File: src/rtl/uart_tx_fifo.sv
// UART transmitter with TX FIFO, configurable parity/stop bits and
// oversampled bit timing, driven from the iocs/iorw/ioaddr/databus port.
module uart_tx_fifo #(
    parameter int DATA_W     = 8,
    parameter int FIFO_DEPTH = 8,
    parameter int OVS        = 16
) (
    input  logic                          clk,
    input  logic                          rst,
    input  logic                          brg_full,
    input  logic                          iocs,
    input  logic                          iorw,
    input  logic [1:0]                    ioaddr,
    input  logic [7:0]                    databus,
    output logic                          tbr,
    output logic                          txd,
    output logic                          tx_busy,
    output logic                          tx_done,
    output logic [$clog2(FIFO_DEPTH):0]   fifo_count,
    output logic                          ovf
);

    localparam int AW = $clog2(FIFO_DEPTH);
    localparam int CW = AW + 1;
    localparam int TW = (OVS > 1) ? $clog2(OVS) : 1;

    typedef enum logic [2:0] {
        IDLE,
        START,
        DATA,
        PARITY,
        STOP
    } state_t;

    logic [DATA_W-1:0] mem_q [FIFO_DEPTH];
    logic [AW-1:0]     wptr_q, wptr_d;
    logic [AW-1:0]     rptr_q, rptr_d;
    logic [CW-1:0]     cnt_q, cnt_d;
    logic [2:0]        ctrl_q, ctrl_d;
    logic              ovf_q, ovf_d;

    state_t            state_q, state_d;
    logic [DATA_W-1:0] shift_q, shift_d;
    logic [2:0]        cfg_q, cfg_d;
    logic              par_q, par_d;
    logic [TW-1:0]     tick_q, tick_d;
    logic [2:0]        bit_q, bit_d;
    logic              txd_q, txd_d;
    logic              done_q, done_d;

    logic              wr_stb, full, empty, bit_end;
    logic              push, pop, go;
    logic [DATA_W-1:0] head;
    logic              unused_bits;

    assign unused_bits = ^databus[6:3];

    assign wr_stb  = iocs & ~iorw;
    assign full    = (cnt_q == CW'(FIFO_DEPTH));
    assign empty   = (cnt_q == '0);
    assign bit_end = brg_full && (tick_q == TW'(OVS - 1));
    assign head    = mem_q[rptr_q];

    // A full FIFO still accepts a write when the transmitter pops that cycle
    assign push = wr_stb && (ioaddr == 2'b00) && (!full || pop);

    always_comb begin
        wptr_d = wptr_q;
        rptr_d = rptr_q;
        cnt_d  = cnt_q;
        ctrl_d = ctrl_q;
        ovf_d  = ovf_q;
        if (push) begin
            wptr_d = wptr_q + 1'b1;
        end
        if (pop) begin
            rptr_d = rptr_q + 1'b1;
        end
        cnt_d = cnt_q + CW'(push) - CW'(pop);
        if (wr_stb && (ioaddr == 2'b00) && full && !pop) begin
            ovf_d = 1'b1;
        end
        if (wr_stb && (ioaddr == 2'b01)) begin
            ctrl_d = databus[2:0];
            if (databus[7]) begin
                ovf_d = 1'b0;
            end
        end
    end

    always_comb begin
        state_d = state_q;
        shift_d = shift_q;
        cfg_d   = cfg_q;
        par_d   = par_q;
        tick_d  = tick_q;
        bit_d   = bit_q;
        txd_d   = txd_q;
        done_d  = 1'b0;
        go      = 1'b0;
        pop     = 1'b0;

        if (state_q != IDLE && brg_full) begin
            tick_d = bit_end ? '0 : tick_q + 1'b1;
        end

        unique case (state_q)
            IDLE: begin
                txd_d  = 1'b1;
                tick_d = '0;
                go     = !empty;
            end
            START: begin
                if (bit_end) begin
                    state_d = DATA;
                    txd_d   = shift_q[0];
                    shift_d = shift_q >> 1;
                    bit_d   = '0;
                end
            end
            DATA: begin
                if (bit_end) begin
                    if (bit_q == 3'(DATA_W - 1)) begin
                        bit_d = '0;
                        if (cfg_q[0]) begin
                            state_d = PARITY;
                            txd_d   = par_q;
                        end else begin
                            state_d = STOP;
                            txd_d   = 1'b1;
                        end
                    end else begin
                        txd_d   = shift_q[0];
                        shift_d = shift_q >> 1;
                        bit_d   = bit_q + 1'b1;
                    end
                end
            end
            PARITY: begin
                if (bit_end) begin
                    state_d = STOP;
                    txd_d   = 1'b1;
                    bit_d   = '0;
                end
            end
            STOP: begin
                if (bit_end) begin
                    if (cfg_q[2] && bit_q == 3'd0) begin
                        bit_d = 3'd1;
                    end else begin
                        done_d  = 1'b1;
                        state_d = IDLE;
                        txd_d   = 1'b1;
                        go      = !empty;
                    end
                end
            end
            default: begin
                state_d = IDLE;
                txd_d   = 1'b1;
            end
        endcase

        // Frame config is sampled only here, so mid-frame control writes wait
        if (go) begin
            pop     = 1'b1;
            state_d = START;
            shift_d = head;
            cfg_d   = ctrl_q;
            par_d   = (^head) ^ ctrl_q[1];
            tick_d  = '0;
            bit_d   = '0;
            txd_d   = 1'b0;
        end
    end

    always_ff @(posedge clk) begin
        if (push) begin
            mem_q[wptr_q] <= databus[DATA_W-1:0];
        end
    end

    always_ff @(posedge clk or negedge rst) begin
        if (!rst) begin
            wptr_q <= '0;
            rptr_q <= '0;
            cnt_q  <= '0;
            ctrl_q <= '0;
            ovf_q  <= 1'b0;
        end else begin
            wptr_q <= wptr_d;
            rptr_q <= rptr_d;
            cnt_q  <= cnt_d;
            ctrl_q <= ctrl_d;
            ovf_q  <= ovf_d;
        end
    end

    always_ff @(posedge clk or negedge rst) begin
        if (!rst) begin
            state_q <= IDLE;
            shift_q <= '0;
            cfg_q   <= '0;
            par_q   <= 1'b0;
            tick_q  <= '0;
            bit_q   <= '0;
            txd_q   <= 1'b1;
            done_q  <= 1'b0;
        end else begin
            state_q <= state_d;
            shift_q <= shift_d;
            cfg_q   <= cfg_d;
            par_q   <= par_d;
            tick_q  <= tick_d;
            bit_q   <= bit_d;
            txd_q   <= txd_d;
            done_q  <= done_d;
        end
    end

    assign tbr        = !full;
    assign txd        = txd_q;
    assign tx_busy    = (state_q != IDLE);
    assign tx_done    = done_q;
    assign fifo_count = cnt_q;
    assign ovf        = ovf_q;

endmodule

File: config.mk
export PLATFORM = sky130hd
export DESIGN_NAME = uart_tx_fifo
export DESIGN_NICKNAME = d
export VERILOG_FILES = /design/src/rtl/uart_tx_fifo.sv
export SDC_FILE = /design/constraint.sdc
export NUM_CORES = 1
export LEC_CHECK = 0
export CAP_MARGIN = 0
export CORE_ASPECT_RATIO = 1.5
export CORE_MARGIN = 5
export CORE_UTILIZATION = 64
export CTS_CLUSTER_DIAMETER = 30
export DETAILED_ROUTE_END_ITERATION = 6
export GPL_ROUTABILITY_DRIVEN = 1
export PLACE_DENSITY = 0.84
export SYNTH_ARGS = -nofsm -noshare
export SYNTH_HDL_FRONTEND = slang
export SYNTH_SLANG_ARGS = --single-unit
File: constraint.sdc
create_clock -name clk -period 4.7 [get_ports clk]
set_input_delay 0.47 -clock clk [delete_from_list [all_inputs] [get_ports clk]]
set_output_delay 0.47 -clock clk [all_outputs]
set_load 0.02 [all_outputs]
Word-level counts from Yosys, hierarchy flattened
Memory sizes are Yosys's and may differ from the RTL's.
Cells that the tools add are included.
{ "totals": {"n_memories": 1, "ram_bits": 64, "word_cells": 113, "register_bits": 38, "inputBits": 15} }
{ "mem_list": {"columns": ["memory", "words", "width", "read_ports", "rd_clocked_by_memory_dff", "write_ports", "line", "text"], "rows": [
  ["mem_q", 8, 8, 1, 0, 1, "35", "logic [DATA_W-1:0] mem_q [FIFO_DEPTH];"]
]} }
{ "op_classes": {"n_eq_ne": 18, "n_addsub": 6, "mux": 46, "reduce_logical": 26, "n_bitwise": 3} }
{ "op_table": {"columns": ["op", "n"], "rows": [
  ["2-to-1 mux 3 bit", 14],
  ["2-to-1 mux 8 bit", 4],
  ["!= test 3 bit, second input constant", 8],
  ["2-to-1 mux 1 bit", 19],
  ["2-to-1 mux 4 bit", 4],
  ["case mux 8 bit (2 select lines)", 1],
  ["case mux 3 bit (5 select lines)", 1],
  ["AND reduction 5 bit", 2],
  ["adder 3 x 1 -> 3 bit, second input constant", 3],
  ["case mux 3 bit (3 select lines)", 1],
  ["nonzero test 3 bit", 3],
  ["== test 4 bit, second input constant", 2],
  ["logical AND 1 bit", 8],
  ["XOR reduction 8 bit", 1],
  ["AND reduction 7 bit", 1],
  ["== test 3 x 2 -> 1 bit, second input constant", 2],
  ["== test 3 bit, second input constant", 2],
  ["zero test 3 bit", 2],
  ["adder 4 x 1 -> 4 bit", 1],
  ["adder 4 x 1 -> 4 bit, second input constant", 1],
  ["zero test 4 bit", 1],
  ["case mux 1 bit (4 select lines)", 1],
  ["AND reduction 4 bit", 1],
  ["nonzero test 4 bit", 1],
  ["other kinds (13)", 15]
]} }

Depth between registers and ports, before layout
Gate-level depths: netlist of the first run.
{ "logic_depth": {"ltp_word": 11, "ltp_mapped": 13, "mapped_depth_nobuf": 12} }

Worst setup path after synthesis of the first run
Ideal clock, no wire load.
{ "synth_timing": {"path_type": "register to register", "start": "register state_q[1]", "end": "register cnt_q[2], in the netlist fifo_count[2]", "synth_period_minus_slack_ps": 2869, "arrival_time_ps": 2747, "stages_incl_launch_ff": 13, "path_slack_ps": 1831, "setup_ps": 123, "required_ps": 4577, "n_path_buf": 2, "cell_sequence": "dfrtp_1 -> clkbuf_1 -> or2_2 -> a21oi_1 -> nand2_1 -> clkinv_1 -> clkbuf_1 -> ha_1 -> inv_1 -> ha_1 -> inv_1 -> fa_1 -> xnor2_1"} }
{ "synth_via": {"elab_chain_len": 7, "word_cells_on_any_way": 8} }
{ "synth_rtl": {"columns": ["element", "line", "text"], "rows": [
  ["start, declared", "42", "state_t state_q, state_d;"],
  ["start signal, assigned", "210", "state_q <= state_d;"],
  ["== test 3 bit / zero test 3 bit (equally long branches)", "107", "unique case (state_q)"],
  ["case mux 1 bit (2 select lines) (*)", "107", null],
  ["2-to-1 mux 1 bit (*)", "165", "if (go) begin"],
  ["logical OR 1 bit", "65", "assign push = wr_stb && (ioaddr == 2'b00) && (!full || pop);"],
  ["logical AND 1 bit", "65", null],
  ["adder 4 x 1 -> 4 bit", "79", "cnt_d = cnt_q + CW'(push) - CW'(pop);"],
  ["subtractor 4 x 1 -> 4 bit (*)", "79", null],
  ["net cnt_d[2]", "38", "logic [CW-1:0] cnt_q, cnt_d;"],
  ["end signal, assigned", "193", "cnt_q <= cnt_d;"],
  ["end, declared", "38", null]
]} }
The timed path passes the listed nets; every way through them passes the cells marked *.
A chain may end at the register's enable or synchronous reset.

Worst setup path after layout of the first run
{ "layout_timing": {"start": "input port brg_full", "end": "register cnt_q[2], in the netlist fifo_count[2]"} }
{ "layout_via": {"elab_chain_len": 8} }
{ "layout_rtl": {"columns": ["element", "line", "text"], "rows": [
  ["start, declared", "10", "input logic brg_full,"],
  ["logical AND 1 bit (*)", "61", "assign bit_end = brg_full && (tick_q == TW'(OVS - 1));"],
  ["2-to-1 mux 1 bit (*)", "147", "if (bit_end) begin"],
  ["case mux 1 bit (2 select lines) (*)", "107", null],
  ["2-to-1 mux 1 bit (*)", "165", null],
  ["logical OR 1 bit", "65", null],
  ["logical AND 1 bit", "65", null],
  ["adder 4 x 1 -> 4 bit", "79", null],
  ["subtractor 4 x 1 -> 4 bit (*)", "79", null],
  ["net cnt_d[2]", "38", null]
]} }
Marked as above.

==> results of run 1 <==
-- Yosys cell counts (2+ instances only) --
| cell | count |
|---|---|
| edfxtp_1 | 64 |
| dfrtp_1 | 36 |
| nand2_1 | 23 |
| mux2_2 | 21 |
| nor2_1 | 18 |
| o21ai_0 | 16 |
| inv_1 | 15 |
| ha_1 | 12 |
| a21oi_1 | 11 |
| mux4_1 | 10 |
| mux4_2 | 6 |
| xnor2_1 | 6 |
| clkbuf_1 | 5 |
| mux2i_1 | 5 |
| nor3_1 | 5 |
| nand2b_1 | 4 |
| nand3_1 | 4 |
| a31oi_1 | 3 |
| xnor3_1 | 3 |
| xor2_1 | 3 |
| and2_1 | 2 |
| buf_2 | 2 |
| nand3b_1 | 2 |
| nand4_1 | 2 |
| nor2b_1 | 2 |
| nor3b_1 | 2 |
| o22ai_1 | 2 |
| o31ai_1 | 2 |
-- worst min-delay path by stage --
| stage | startpoint | endpoint | cells after the start |
|---|---|---|---|
| after global routing | rst | tick_q[0]$_DFFE_PN0P_ | 1 |
| after detailed placement | cfg_q[2]$_DFFE_PN0N_ | cfg_q[2]$_DFFE_PN0N_ | 2 |
| after CTS | rst | tick_q[0]$_DFFE_PN0P_ | 1 |
| after global placement | cfg_q[2]$_DFFE_PN0N_ | cfg_q[2]$_DFFE_PN0N_ | 2 |
| after floorplan | rst | bit_q[0]$_DFFE_PN0P_ | 0 |
| final | rst | tick_q[0]$_DFFE_PN0P_ | 1 |
-- worst max-delay path, delay by kind of cell --
| family | cells | cell delay [ns] |
|---|---|---|
| AO/OA/AOI/OAI | 1 | 0.21 |
| AND/OR/NAND/NOR | 2 | 0.65 |
| buffers and inverters | 4 | 1.14 |
| XOR/XNOR | 1 | 0.14 |
| adder cells (fa/ha/maj) | 3 | 0.99 |
-- cell families after synthesis --
family | after synthesis
muxes | 43
adders and majority gates | 13
DFF | 101
AOI/OAI and AO/OA | 39
and+or+nand+nor | 69
buffers and inverters | 25
xor gates and xnor gates | 13
-- sequential cells by signal, indices dropped and copies added (netlist names), 4 cells and up --
signal / flops
mem_q: 64
shift_q: 8
fifo_count: 4
tick_q: 4
-- stage by stage --
stage	worst slack [ns]	hold WS [ns]	area (µm²)	instances	total power [mW]
6_report	1.32	0.196	5030	413	2.85
5_1_grt	1.08	0.252	5030	413	3.03
2_1_floorplan	1.83	0.174	4570	303	2.08
3_5_place_dp	0.999	0.467	4850	397	2.35
4_1_cts	1.38	0.213	5030	413	2.87
3_3_place_gp	1.10	0.468	4850	397	2.30
-- layer usage --
metal	up-vias	share of wire, %	track usage, %
met1	1273	38	22.7
met5	-	0	0
met3	8	3.8	3.32
met4	0	1.2	6.77
met2	71	57	36.1
li1	1191	-	-
-- report_power, final --
group	internal, mW	total, mW	switching (mW)
clock	0.204	0.514	0.310
combinational	0.610	1.06	0.447
sequential	1.09	1.28	0.190
total	1.90	2.85	0.947
-- layout make-up --
class | instances | area share [%]
Clock buffer | 9 | 2.46
Clock inverter | 7 | 1.19
Inverter | 16 | 1.19
Multi-Input combinational cell | 177 | 31.8
Sequential cell | 101 | 56.6
Tap cell | 78 | 1.94
Timing Repair Buffer | 25 | 4.78
==> results.sh, run 1 <==
export IMPL_status="completed"
export IMPL_drive_above_1_share_pct=15.5
export IMPL_synthToLayoutAreaGrowth_pct=10.1
export IMPL_synthCells=303
export IMPL_synth_edff_count=64
export IMPL_clock_fmax_mhz=296
export IMPL_cts_made_buffers=9
export IMPL_cp_start_kind="primary input"
export IMPL_finalClockSkew_ns=0.0135
export IMPL_crit_chain="clkdlybuf4s50_1 > nand4_1 > o21ai_0 > nand2_1 > clkinv_1 > ha_1 > inv_1 > ha_1 > inv_1 > fa_1 > xnor2_1"
export IMPL_cts_root_buf="clkbuf_8"
export IMPL_netlist_area_leader_share_pct=42.1
export IMPL_vias=2543
export IMPL_p_leak_nw=1.92
export IMPL_grt_overflow=0
export IMPL_final_common_cell="edfxtp_1"
export IMPL_ctsResizeCount=0
export IMPL_synth_area_mm2=0.00457
export IMPL_cpPeakStageDelay_ns=0.52
export IMPL_setup_worst_path_start="brg_full"
export IMPL_powerDensity_mw_per_mm2=566
export IMPL_cts_buffer_depth=2
export IMPL_tightest_slew_ns=0.859
export IMPL_synthMuxAreaShare_pct=15.3
export IMPL_grt_max_degree=38
export IMPL_period_share_pct=71.8
export IMPL_n_fill_cell=441
export IMPL_crit_type="in2reg"
export IMPL_chipHeight_um=113
export IMPL_r2r_end="fifo_count[2]$_DFF_PN0_"
export IMPL_viasPerCell=6.16
export IMPL_hp_class="in2async"
export IMPL_reg2reg_from="tick_q[0]$_DFFE_PN0P_"
export IMPL_yosysSeqAreaShare_pct=62.4
export IMPL_ant_nets=0
export IMPL_cp_required_ns=4.95
export IMPL_gp_congestion=0.786
export IMPL_synthAdderAreaFrac_pct=3.73
export IMPL_yosys_warnings=0
export IMPL_nets=358
export IMPL_die_area_mm2=0.00896
export IMPL_synth_seq_cells=101
export IMPL_worstPathArrival_ns=3.63
export IMPL_drt_wl_total_um=8150
export IMPL_cp_endpoint="fifo_count[2]$_DFF_PN0_"
export IMPL_first_pass_iters=4
export IMPL_fp_row_count=37
export IMPL_grt_pass1_wl_um=13200
export IMPL_core_area_mm2=0.00690
export IMPL_synth_top_family_by_area="multiplexers"
export IMPL_cts_setup_buffers=0
export IMPL_drc=0
export IMPL_slew_headroom_pct=42.5
export IMPL_setup_tns_ns=0
export IMPL_r2r_setup_slack_ns=1.38
export IMPL_final_cell_mix="edfxtp_1 (64), dfrtp_1 (36), nand2_1 (23)"
export IMPL_finalMaxSlewViolations=0
export IMPL_diodes=0
export IMPL_yosysTopAreaCell="edfxtp_1"
export IMPL_synth_compound_area_share_pct=5.01
export IMPL_ios=24
export IMPL_wire_per_inst_um=19.7
export IMPL_setup_viol=0
export IMPL_drv_cap=0
export IMPL_final_core_util_pct=72.9
export IMPL_cts_tree="done"
export IMPL_crit_slowest_cell="clkinv_1"
export IMPL_clk_pin_slew_worst_paths_ns=0.10
export IMPL_worst_path_max_fanout=16
export IMPL_grt_use_total_pct=19.6
export IMPL_yosys_area_share_simple_pct=7.23
export IMPL_crit_path_end_kind="register"
export IMPL_ys_top_cells_by_area="edfxtp_1 (42%), dfrtp_1 (20%), mux4_1 (5.8%)"
export IMPL_start_util_pct=66.2
export IMPL_syn_avg_cell_area_um2=15.1
export IMPL_dp_hpwl_um=5850
export IMPL_first_iter_violations=254
export IMPL_synth_xor_xnor_area_share_pct=3.73
export IMPL_multi_input_area_mm2=0.00160
export IMPL_async_flop_share_pct=36.6
export IMPL_clkLatencyLatePin_ns=0.36
export IMPL_layout_min_cycle_time_ns=3.38
export IMPL_rsz0062_at_grt="false"
export IMPL_cts_hold_buf=0
export IMPL_seq_area_mm2=0.00285
export IMPL_die_x_um=79.0
export IMPL_hold_viol_final=0
export IMPL_synth_distinct_cells=45
export IMPL_htreeDepth=3
export IMPL_io_buffer_count=23
export IMPL_antenna_found_initial=0
export IMPL_ir_drop_uv=336
export IMPL_grt_pass1_vias=2689
export IMPL_rr_worst_depth=11
export IMPL_synth_ff_type="edfxtp_1"
export IMPL_cts_sinks=101
export IMPL_synth_nets=331
No activity file was read; power rests on OpenSTA's default activity.
==> run 2: changes to the inputs <==
--- a/config.mk
+++ b/config.mk
@@ -8,11 +8,11 @@
 export CAP_MARGIN = 0
 export CORE_ASPECT_RATIO = 1.5
 export CORE_MARGIN = 5
-export CORE_UTILIZATION = 64
+export CORE_UTILIZATION = 54
 export CTS_CLUSTER_DIAMETER = 30
 export DETAILED_ROUTE_END_ITERATION = 6
 export GPL_ROUTABILITY_DRIVEN = 1
-export PLACE_DENSITY = 0.84
+export PLACE_DENSITY = 0.76
 export SYNTH_ARGS = -nofsm -noshare
 export SYNTH_HDL_FRONTEND = slang
 export SYNTH_SLANG_ARGS = --single-unit
==> constraint.sdc (replaced) <==
create_clock -name clk -period 3 [get_ports clk]
set_input_delay 0.3 -clock clk [delete_from_list [all_inputs] [get_ports clk]]
set_output_delay 0.3 -clock clk [all_outputs]
set_load 0.02 [all_outputs]
==> results.sh, run 2 (synthesis results as in run 1) <==
export IMPL_status="completed"
export IMPL_nets=374
export IMPL_tightest_slew_ns=0.803
export IMPL_cp_num_buf_inv=0
export IMPL_rsz0062_at_grt="false"
export IMPL_drive_above_1_share_pct=18.2
export IMPL_crit_chain="mux4_1 > mux2i_1 > xnor3_1 > xnor3_1 > mux2_4"
export IMPL_clkLatencyLatePin_ns=0.34
export IMPL_die_area_mm2=0.0104
export IMPL_cts_buffer_depth=2
export IMPL_grt_pass1_wl_um=14000
export IMPL_crit_path_end_kind="register"
export IMPL_synthToLayoutAreaGrowth_pct=16.2
export IMPL_ios=24
export IMPL_start_util_pct=54.6
export IMPL_grt_max_degree=38
export IMPL_die_x_um=85.1
export IMPL_finalMaxSlewViolations=0
export IMPL_cp_start_kind="register"
export IMPL_worst_path_max_fanout=10
export IMPL_dp_hpwl_um=6000
export IMPL_cts_root_buf="clkbuf_16"
export IMPL_slew_headroom_pct=46.4
export IMPL_drv_cap=0
export IMPL_ant_nets=0
export IMPL_cpPeakStageDelay_ns=0.64
export IMPL_hp_class="in2async"
export IMPL_grt_overflow=0
export IMPL_ir_drop_uv=637
export IMPL_drc=0
export IMPL_path_delay_family="multiplexers"
export IMPL_cts_tree="done"
export IMPL_viasPerCell=5.62
export IMPL_reg_top3="mem_q (64), shift_q (8)"
export IMPL_cts_hold_buf=0
export IMPL_final_common_cell="edfxtp_1"
export IMPL_total_power_mw=4.84
export IMPL_wire_per_inst_um=18.3
export IMPL_largest_register="mem_q"
export IMPL_fp_row_count=41
export IMPL_hold_viol_final=0
export IMPL_layout_min_cycle_time_ns=2.70
export IMPL_diodes=0
export IMPL_crit_type="reg2reg"
export IMPL_powerDensity_mw_per_mm2=911
export IMPL_first_pass_iters=4
export IMPL_chipHeight_um=123
export IMPL_first_iter_violations=179
export IMPL_largest_reg_flops=64
export IMPL_finalClockSkew_ns=0.0109
export IMPL_io_buffer_count=23
export IMPL_ctsResizeCount=0
export IMPL_core_area_mm2=0.00836
export IMPL_cp_required_ns=3.22
export IMPL_vias=2572
export IMPL_grt_use_total_pct=17.8
export IMPL_setup_tns_ns=0
export IMPL_htreeDepth=3
export IMPL_gp_congestion=0.801
export IMPL_crit_slowest_cell="mux4_1"
export IMPL_crit_top_cell="xnor3_1"
export IMPL_cts_made_buffers=9
export IMPL_clk_pin_slew_worst_paths_ns=0.06
export IMPL_antenna_found_initial=0
export IMPL_drt_wl_total_um=8380
export IMPL_cts_setup_buffers=0
export IMPL_setup_viol=0
export IMPL_period_share_pct=89.9
export IMPL_worstPathArrival_ns=2.92
export IMPL_final_cell_mix="edfxtp_1 (64), dfrtp_1 (36), nand2_1 (23)"
export IMPL_clock_fmax_mhz=371
export IMPL_p_leak_nw=2.04
export IMPL_cts_sinks=101
export IMPL_grt_pass1_vias=2785
[run 2: changes by cell type in the layout (fill, tap and decap cells not counted), sizes merged]
cell      change
clkbuf        +2
clkinvlp      +1
bufinv        +2
inv           -5
buf          +16
[run 2: layer usage]
layer,track usage (%),part of all wire (%)
met1,19.8,38
met2,32.8,57
met3,4.43,3.2
met4,5.94,1.3
met5,0,0
[run 2: report_power, final]
| part | switching, mW | internal, mW |
|---|---|---|
| logic | 0.737 | 0.990 |
| clock network | 0.453 | 0.725 |
| registers | 0.226 | 1.71 |
[run 2: per-stage QoR]
step,hold slack (ns),utilization (%),cell area (µm²),setup WS (ns),cells
floorplan,0.00441,-,4570,0.131,303
global placement,0.445,59.8,5000,0.246,442
finish,0.0506,63.5,5310,0.304,458
detailed placement,0.441,59.8,5000,0.199,442
CTS,0.0752,63.5,5310,0.241,458
global route,0.123,63.5,5310,0.142,458
[run 2: path summary, 6_finish.rpt]
path                                       start                     end  slack (ns)  cells past startpoint
max                        rptr_q[0]$_DFFE_PN0N_       par_q$_DFFE_PN0N_        0.30                      5
min                                          rst  state_q[0]$_DFFE_PN0P_        0.05                      1
max reg2reg                rptr_q[0]$_DFFE_PN0N_       par_q$_DFFE_PN0N_        0.30                      5
min reg2reg                 cfg_q[2]$_DFFE_PN0N_    cfg_q[2]$_DFFE_PN0N_        0.50                      2
max in group asynchronous                    rst    bit_q[2]$_DFFE_PN0P_        2.44                      1
min in group clk            cfg_q[2]$_DFFE_PN0N_    cfg_q[2]$_DFFE_PN0N_        0.50                      2
[run 2: area by class of cell]
type	count	area (µm²)
fill	614	3050
clock inverter	5	75.1
timing repair buffer	41	360
clock buffer	11	233
inverter	16	60.1
tap	107	134
multi-input combinational	177	1600
sequential	101	2850
==> run 3: changes to the inputs <==
--- a/config.mk
+++ b/config.mk
@@ -13,6 +13,7 @@
 export DETAILED_ROUTE_END_ITERATION = 6
 export GPL_ROUTABILITY_DRIVEN = 1
 export PLACE_DENSITY = 0.76
+export SLEW_MARGIN = 20
 export SYNTH_ARGS = -nofsm -noshare
 export SYNTH_HDL_FRONTEND = slang
 export SYNTH_SLANG_ARGS = --single-unit
==> results of run 3 <==
The final DEF is identical to that of run 2; final timing and power are the same.
